$ cat config.mk
export PLATFORM = sky130hd
export DESIGN_NAME = uart_cmd_controller
export DESIGN_NICKNAME = d
export VERILOG_FILES = /design/src/rtl/uart_cmd_controller.sv
export SDC_FILE = /design/constraint.sdc
export NUM_CORES = 1
export LEC_CHECK = 0
export BUFFER_PORTS_ARGS = -buffer_cell sky130_fd_sc_hd__buf_2
export CAP_MARGIN = 20
export CORE_AREA = 4 4 64 71
export CTS_CLUSTER_DIAMETER = 60
export DETAILED_ROUTE_END_ITERATION = 16
export DIE_AREA = 0 0 68 75
export GPL_TIMING_DRIVEN = 1
export PLACE_DENSITY = 0.83
export SETUP_SLACK_MARGIN = 0.5
export SYNTH_ARGS = -nofsm -noshare
export SYNTH_HDL_FRONTEND = slang
export SYNTH_SLANG_ARGS = --single-unit
$ cat constraint.sdc
create_clock -name CLK_i -period 6.78 [get_ports CLK_i]
set_clock_uncertainty 0.1 [all_clocks]
set_input_delay 0 -clock CLK_i [delete_from_list [all_inputs] [get_ports CLK_i]]
set_output_delay 0 -clock CLK_i [all_outputs]
set_load 0.1 [all_outputs]
$ cat src/rtl/uart_cmd_controller.sv
// uart_cmd_controller
//   Turns the byte stream from a UART receiver into register-write commands.
//   A frame is SYNC(0xA5), ADDR, DATA, CHK with CHK = (ADDR + DATA) mod 256.
//   Each good frame with ADDR < NUM_REGS gives one write strobe. Bad or
//   out-of-range frames are dropped and counted.
//
// Ports
//   CLK_i        in   1       system clock, rising edge
//   Reset_i      in   1       asynchronous reset, active-high
//   rx_valid_i   in   1       one-cycle byte strobe
//   rx_data_i    in   8       received byte, valid with rx_valid_i
//   reg_we_o     out  1       one-cycle write strobe, 1 clock after the CHK byte
//   reg_addr_o   out  ADDR_W  write address, held until the next commit
//   reg_data_o   out  8       write data, held until the next commit
//   frame_err_o  out  1       one-cycle strobe per dropped frame
//   err_count_o  out  8       dropped-frame count, saturates at 255
//   busy_o       out  1       high whenever the FSM is not in WAIT_SYNC
//
// Build option
//   FRAME_TIMEOUT_EN  when defined, a partial frame is dropped after
//                     TIMEOUT_BYTES byte times of silence. When undefined,
//                     a partial frame waits indefinitely.
module uart_cmd_controller #(
  parameter logic [31:0] FREQUENCY     = 32'd50_000_000,
  parameter logic [31:0] SPEED         = 32'd9600,
  parameter int          NUM_REGS      = 16,
  parameter int          ADDR_W        = 4,
  parameter int          TIMEOUT_BYTES = 4
) (
  input  logic              CLK_i,
  input  logic              Reset_i,
  input  logic              rx_valid_i,
  input  logic [7:0]        rx_data_i,
  output logic              reg_we_o,
  output logic [ADDR_W-1:0] reg_addr_o,
  output logic [7:0]        reg_data_o,
  output logic              frame_err_o,
  output logic [7:0]        err_count_o,
  output logic              busy_o
);

  typedef enum logic [2:0] {
    WAIT_SYNC,
    GET_ADDR,
    GET_DATA,
    GET_CHK,
    COMMIT
  } state_e;

  localparam logic [7:0]  SYNC_BYTE    = 8'hA5;
  localparam logic [31:0] NUM_REGS_U   = NUM_REGS;
  localparam logic [31:0] TIMEOUT_CLKS = 32'(TIMEOUT_BYTES) * 32'd10 * (FREQUENCY / SPEED);

  state_e            state_q, state_d;
  logic [7:0]        addr_q, addr_d;
  logic [7:0]        data_q, data_d;
  logic              reg_we_q, reg_we_d;
  logic [ADDR_W-1:0] reg_addr_q, reg_addr_d;
  logic [7:0]        reg_data_q, reg_data_d;
  logic              frame_err_q, frame_err_d;
  logic [7:0]        err_count_q, err_count_d;
  logic              busy_q, busy_d;
  logic              drop;
  logic [7:0]        chk_sum;
  logic              frame_ok;

  // Carry is discarded; the address check uses the full 8-bit ADDR byte.
  assign chk_sum  = addr_q + data_q;
  assign frame_ok = (chk_sum == rx_data_i) && ({24'd0, addr_q} < NUM_REGS_U);

`ifdef FRAME_TIMEOUT_EN
  logic [31:0] timer_q, timer_d;
  logic        in_frame;

  assign in_frame = (state_q == GET_ADDR) || (state_q == GET_DATA) || (state_q == GET_CHK);
`else
  logic unused_timeout_cfg;
  assign unused_timeout_cfg = ^TIMEOUT_CLKS;
`endif

  always_comb begin
    state_d    = state_q;
    addr_d     = addr_q;
    data_d     = data_q;
    reg_we_d   = 1'b0;
    reg_addr_d = reg_addr_q;
    reg_data_d = reg_data_q;
    drop       = 1'b0;

    case (state_q)
      // COMMIT lasts one cycle; a byte arriving then is treated as in WAIT_SYNC.
      WAIT_SYNC, COMMIT: begin
        state_d = (rx_valid_i && (rx_data_i == SYNC_BYTE)) ? GET_ADDR : WAIT_SYNC;
      end
      GET_ADDR: begin
        if (rx_valid_i) begin
          addr_d  = rx_data_i;
          state_d = GET_DATA;
        end
      end
      GET_DATA: begin
        if (rx_valid_i) begin
          data_d  = rx_data_i;
          state_d = GET_CHK;
        end
      end
      GET_CHK: begin
        if (rx_valid_i) begin
          if (frame_ok) begin
            state_d    = COMMIT;
            reg_we_d   = 1'b1;
            reg_addr_d = addr_q[ADDR_W-1:0];
            reg_data_d = data_q;
          end else begin
            drop    = 1'b1;
            state_d = WAIT_SYNC;
          end
        end
      end
      default: state_d = WAIT_SYNC;
    endcase

`ifdef FRAME_TIMEOUT_EN
    // timer_q counts clocks since the last byte strobe (1 in the cycle right
    // after it), so a drop decided at TIMEOUT_CLKS-1 shows on frame_err_o
    // exactly TIMEOUT_CLKS clocks after the strobe. A byte in the expiry
    // cycle wins over the timeout.
    if (in_frame && !rx_valid_i && (timer_q == TIMEOUT_CLKS - 32'd1)) begin
      drop    = 1'b1;
      state_d = WAIT_SYNC;
    end
    if ((state_d == GET_ADDR) || (state_d == GET_DATA) || (state_d == GET_CHK)) begin
      timer_d = rx_valid_i ? 32'd1 : timer_q + 32'd1;
    end else begin
      timer_d = 32'd0;
    end
`endif

    frame_err_d = drop;
    err_count_d = (drop && (err_count_q != 8'd255)) ? err_count_q + 8'd1 : err_count_q;
    busy_d      = (state_d != WAIT_SYNC);
  end

  always_ff @(posedge CLK_i or posedge Reset_i) begin
    if (Reset_i) begin
      state_q     <= WAIT_SYNC;
      addr_q      <= 8'd0;
      data_q      <= 8'd0;
      reg_we_q    <= 1'b0;
      reg_addr_q  <= '0;
      reg_data_q  <= 8'd0;
      frame_err_q <= 1'b0;
      err_count_q <= 8'd0;
      busy_q      <= 1'b0;
`ifdef FRAME_TIMEOUT_EN
      timer_q     <= 32'd0;
`endif
    end else begin
      state_q     <= state_d;
      addr_q      <= addr_d;
      data_q      <= data_d;
      reg_we_q    <= reg_we_d;
      reg_addr_q  <= reg_addr_d;
      reg_data_q  <= reg_data_d;
      frame_err_q <= frame_err_d;
      err_count_q <= err_count_d;
      busy_q      <= busy_d;
`ifdef FRAME_TIMEOUT_EN
      timer_q     <= timer_d;
`endif
    end
  end

  assign reg_we_o    = reg_we_q;
  assign reg_addr_o  = reg_addr_q;
  assign reg_data_o  = reg_data_q;
  assign frame_err_o = frame_err_q;
  assign err_count_o = err_count_q;
  assign busy_o      = busy_q;

endmodule
==> impl_metrics.json <==
{
  "cts_setup_buffers": 0,
  "wl_per_cell_um": 14.4,
  "grt_use_met3": 0.0373,
  "cts_buffer_depth": 2,
  "crit_arrival_ns": 3.21,
  "required_ns": 6.85,
  "syn_area_per_cell_um2": 11.0,
  "syn_area_um2": 2080,
  "max_freq_mhz": 319,
  "synthTopCellsByCount": "42 x dfrtp_1, 40 x nand2_1, 16 x mux2_2",
  "portBuffers": 33,
  "drive_gt1_frac": 0.271,
  "die-area_um2": 5100,
  "cts_made_buffers": 5,
  "criticalPathCategory": "flop to flop",
  "rsz0062_at_grt": "no",
  "worstMarginPinSlew_ns": 0.773,
  "die_y_um": 75,
  "critPathMaxStageDelay_ns": 0.75,
  "status": "finished, final reports clean",
  "drc": 0,
  "finalMaxSlewViolations": 0,
  "fillerInstances": 324,
  "diodes": 0,
  "rows": 24,
  "synth.most_common_cell": "dfrtp_1",
  "register_area_um2": 1050,
  "cp_top_family": "simple AND/OR/NAND/NOR gates",
  "vias": 1591,
  "finalSetupViolCount": 0,
  "clk_latency_ns": 0.29,
  "final_util": 0.642,
  "antenna_found_initial": 0,
  "hold_viol": 0,
  "syn_inst": 190,
  "post-route-period-util": 0.462,
  "power_density_nw_per_um2": 446,
  "hold_class": "primary input to asynchronous set/reset pin",
  "synthFlopType": "dfrtp_1",
  "cp-end-kind": "flop",
  "critPathBufInv": 0,
  "drt-initial-drc-count": 85,
  "slew_headroom": 0.481,
  "syn_to_final_growth_pct": 20.3,
  "r2r_setup_slack_ns": 3.65,
  "yosysSeqAreaShare": 0.505,
  "initial_utilization": 0.533,
  "synthDominantCellAreaShare": 0.505,
  "die_x_um": 68,
  "dp_hpwl_um": 3060,
  "cp_common_cell": "nand2_1",
  "synth_area_leader_cell": "dfrtp_1",
  "multi_input_area_um2": 991,
  "nets": 259,
  "clockRootBuffer": "clkbuf_8",
  "grt_pass1_vias": 1602,
  "vdd_drop_max_mv": 0.272,
  "ant_nets": 0,
  "crit_slowest_cell": "or4_1",
  "cts_sinks": 42,
  "clk_pin_slew_ns": 0.08,
  "ys_top_cells_by_area": "dfrtp_1 50%, mux2_2 8.7%, nand2_1 7.2%",
  "ys_ff_latch": 42,
  "met1_usage": 0.225,
  "min_period_ns": 3.13,
  "synthArstFlopShare": 1.00,
  "synth.distinct_cells": 35,
  "crit_fanout": 12,
  "coreArea_um2": 3900,
  "gr-usage-all-layers": 0.185,
  "grt-ovfl-total": 0,
  "finalWirelength_um": 4210,
  "setup_tns_ns": 0,
  "gp_congestion": 0.786,
  "first_pass_iters": 4,
  "p_leak_nw": 1.24,
  "grt_busiest_layer": "met2",
  "synth_edf_count": 0,
  "max_cap_violations": 0,
  "cts_tree": "yes",
  "cp-start-kind": "flop",
  "syn_nets": 210,
  "htree_num_levels": 2,
  "avgViaCountPerCell": 5.45,
  "yosysWarnings": 0,
  "grtUsageMet2": 0.310,
  "grt_max_degree": 43,
  "ios": 34,
  "crit_chain": "ha_1, fa_1, nand3_1, nand2_1, xnor2_1, or4_4, or4_1, nand2_1, nand2_1",
  "grt_pass1_wl_um": 7090
}
final timing paths:
check / startpoint / endpoint / cells after the start
max in group asynchronous: Reset_i / reg_data_o[1] / 4
min reg2reg: reg_data_o[2] / reg_data_o[2] / 2
min in group CLK_i: reg_data_o[2] / reg_data_o[2] / 2
max: addr_q[0] / reg_addr_o[0] / 9
min: Reset_i / data_q[7] / 4
max reg2reg: addr_q[0] / reg_addr_o[0] / 9
report_power, final:
| part | switching [mW] | internal (mW) |
|---|---|---|
| Sequential | 0.0682 | 0.320 |
| Combinational | 0.335 | 0.233 |
| Clock | 0.0797 | 0.0821 |
per-layer routing:
layer / up-vias / wire (um)
li1: 765 / -
met1: 777 / 1800
met4: 0 / 91
met2: 38 / 2160
met5: - / 0
met3: 11 / 164
worst register-to-register path: stages (launching register included):
cell     delay, ns
dfrtp_1       0.40
ha_1          0.25
fa_1          0.41
nand3_1       0.10
nand2_1       0.08
xnor2_1       0.14
or4_4         0.57
or4_1         0.75
nand2_1       0.17
nand2_1       0.06
per-stage QoR:
step | power, mW | setup WS, ns | hold WS, ns | area [um2] | instances
finish | 1.12 | 3.65 | 0.288 | 2500 | 292
floorplan | 0.843 | 3.92 | 0.0517 | 2080 | 190
global placement | 0.922 | 3.77 | 0.0524 | 2310 | 274
global route | 1.20 | 3.48 | 0.352 | 2500 | 292
CTS | 1.12 | 3.64 | 0.303 | 2500 | 292
detailed placement | 0.949 | 3.69 | 0.0609 | 2310 | 274
final cells by class:
class                   count  share of cell area
clock buffers               7              0.0345
multi-input cells         140               0.396
well taps                  52              0.0260
flip-flops and latches     42               0.420
clock inverters             1             0.00200
inverters                   3             0.00450
repair buffers             47               0.118
placed cells by master (no fill, tap or decap), types with 2 or more instances in the layout:
cell type | netlist | layout
nor4bb_1 | 3 | 3
buf_4 | 0 | 4
nand3_1 | 8 | 8
ha_1 | 8 | 8
buf_2 | 2 | 33
xor2_1 | 5 | 5
and3_1 | 5 | 5
nor2_1 | 5 | 5
inv_1 | 3 | 3
or3_1 | 2 | 2
nor3b_1 | 2 | 2
clkbuf_8 | 0 | 6
mux2_2 | 16 | 16
o21ai_0 | 4 | 4
nand4b_1 | 2 | 2
dfrtp_1 | 42 | 42
nand2_1 | 40 | 40
dlygate4sd3_1 | 0 | 10
nand4_1 | 2 | 2
a21oi_1 | 8 | 8
xnor2_1 | 14 | 14
nor4_1 | 2 | 2
logic make-up (layout without fill, tap and decap cells):
kind of cell,count (synthesis),count (layout),share of synthesized area
AOI/OAI and AO/OA,17,17,0.0505
xor gates and xnor gates,19,19,0.0799
adders and majority gates,9,9,0.0577
buffers and inverters,8,58,0.0192
DFF,42,42,0.505
muxes,18,18,0.0986
and+or+nand+nor,77,77,0.189
timing repair:
item | 4_1_cts | 5_1_grt
endpoints found under the hold margin | 60 | 0
hold buffers | 10 | 0
gates resized for setup | 0 | 0
flip-flops by register name, summed over array words and instances, names as in the netlist:
name	count
frame_err_o	1
reg_addr_o	4
state_q	3
data_q	8
busy_o	1
addr_q	8
err_count_o	8
reg_data_o	8
reg_we_o	1
Power figures use the tool's default switching activity.
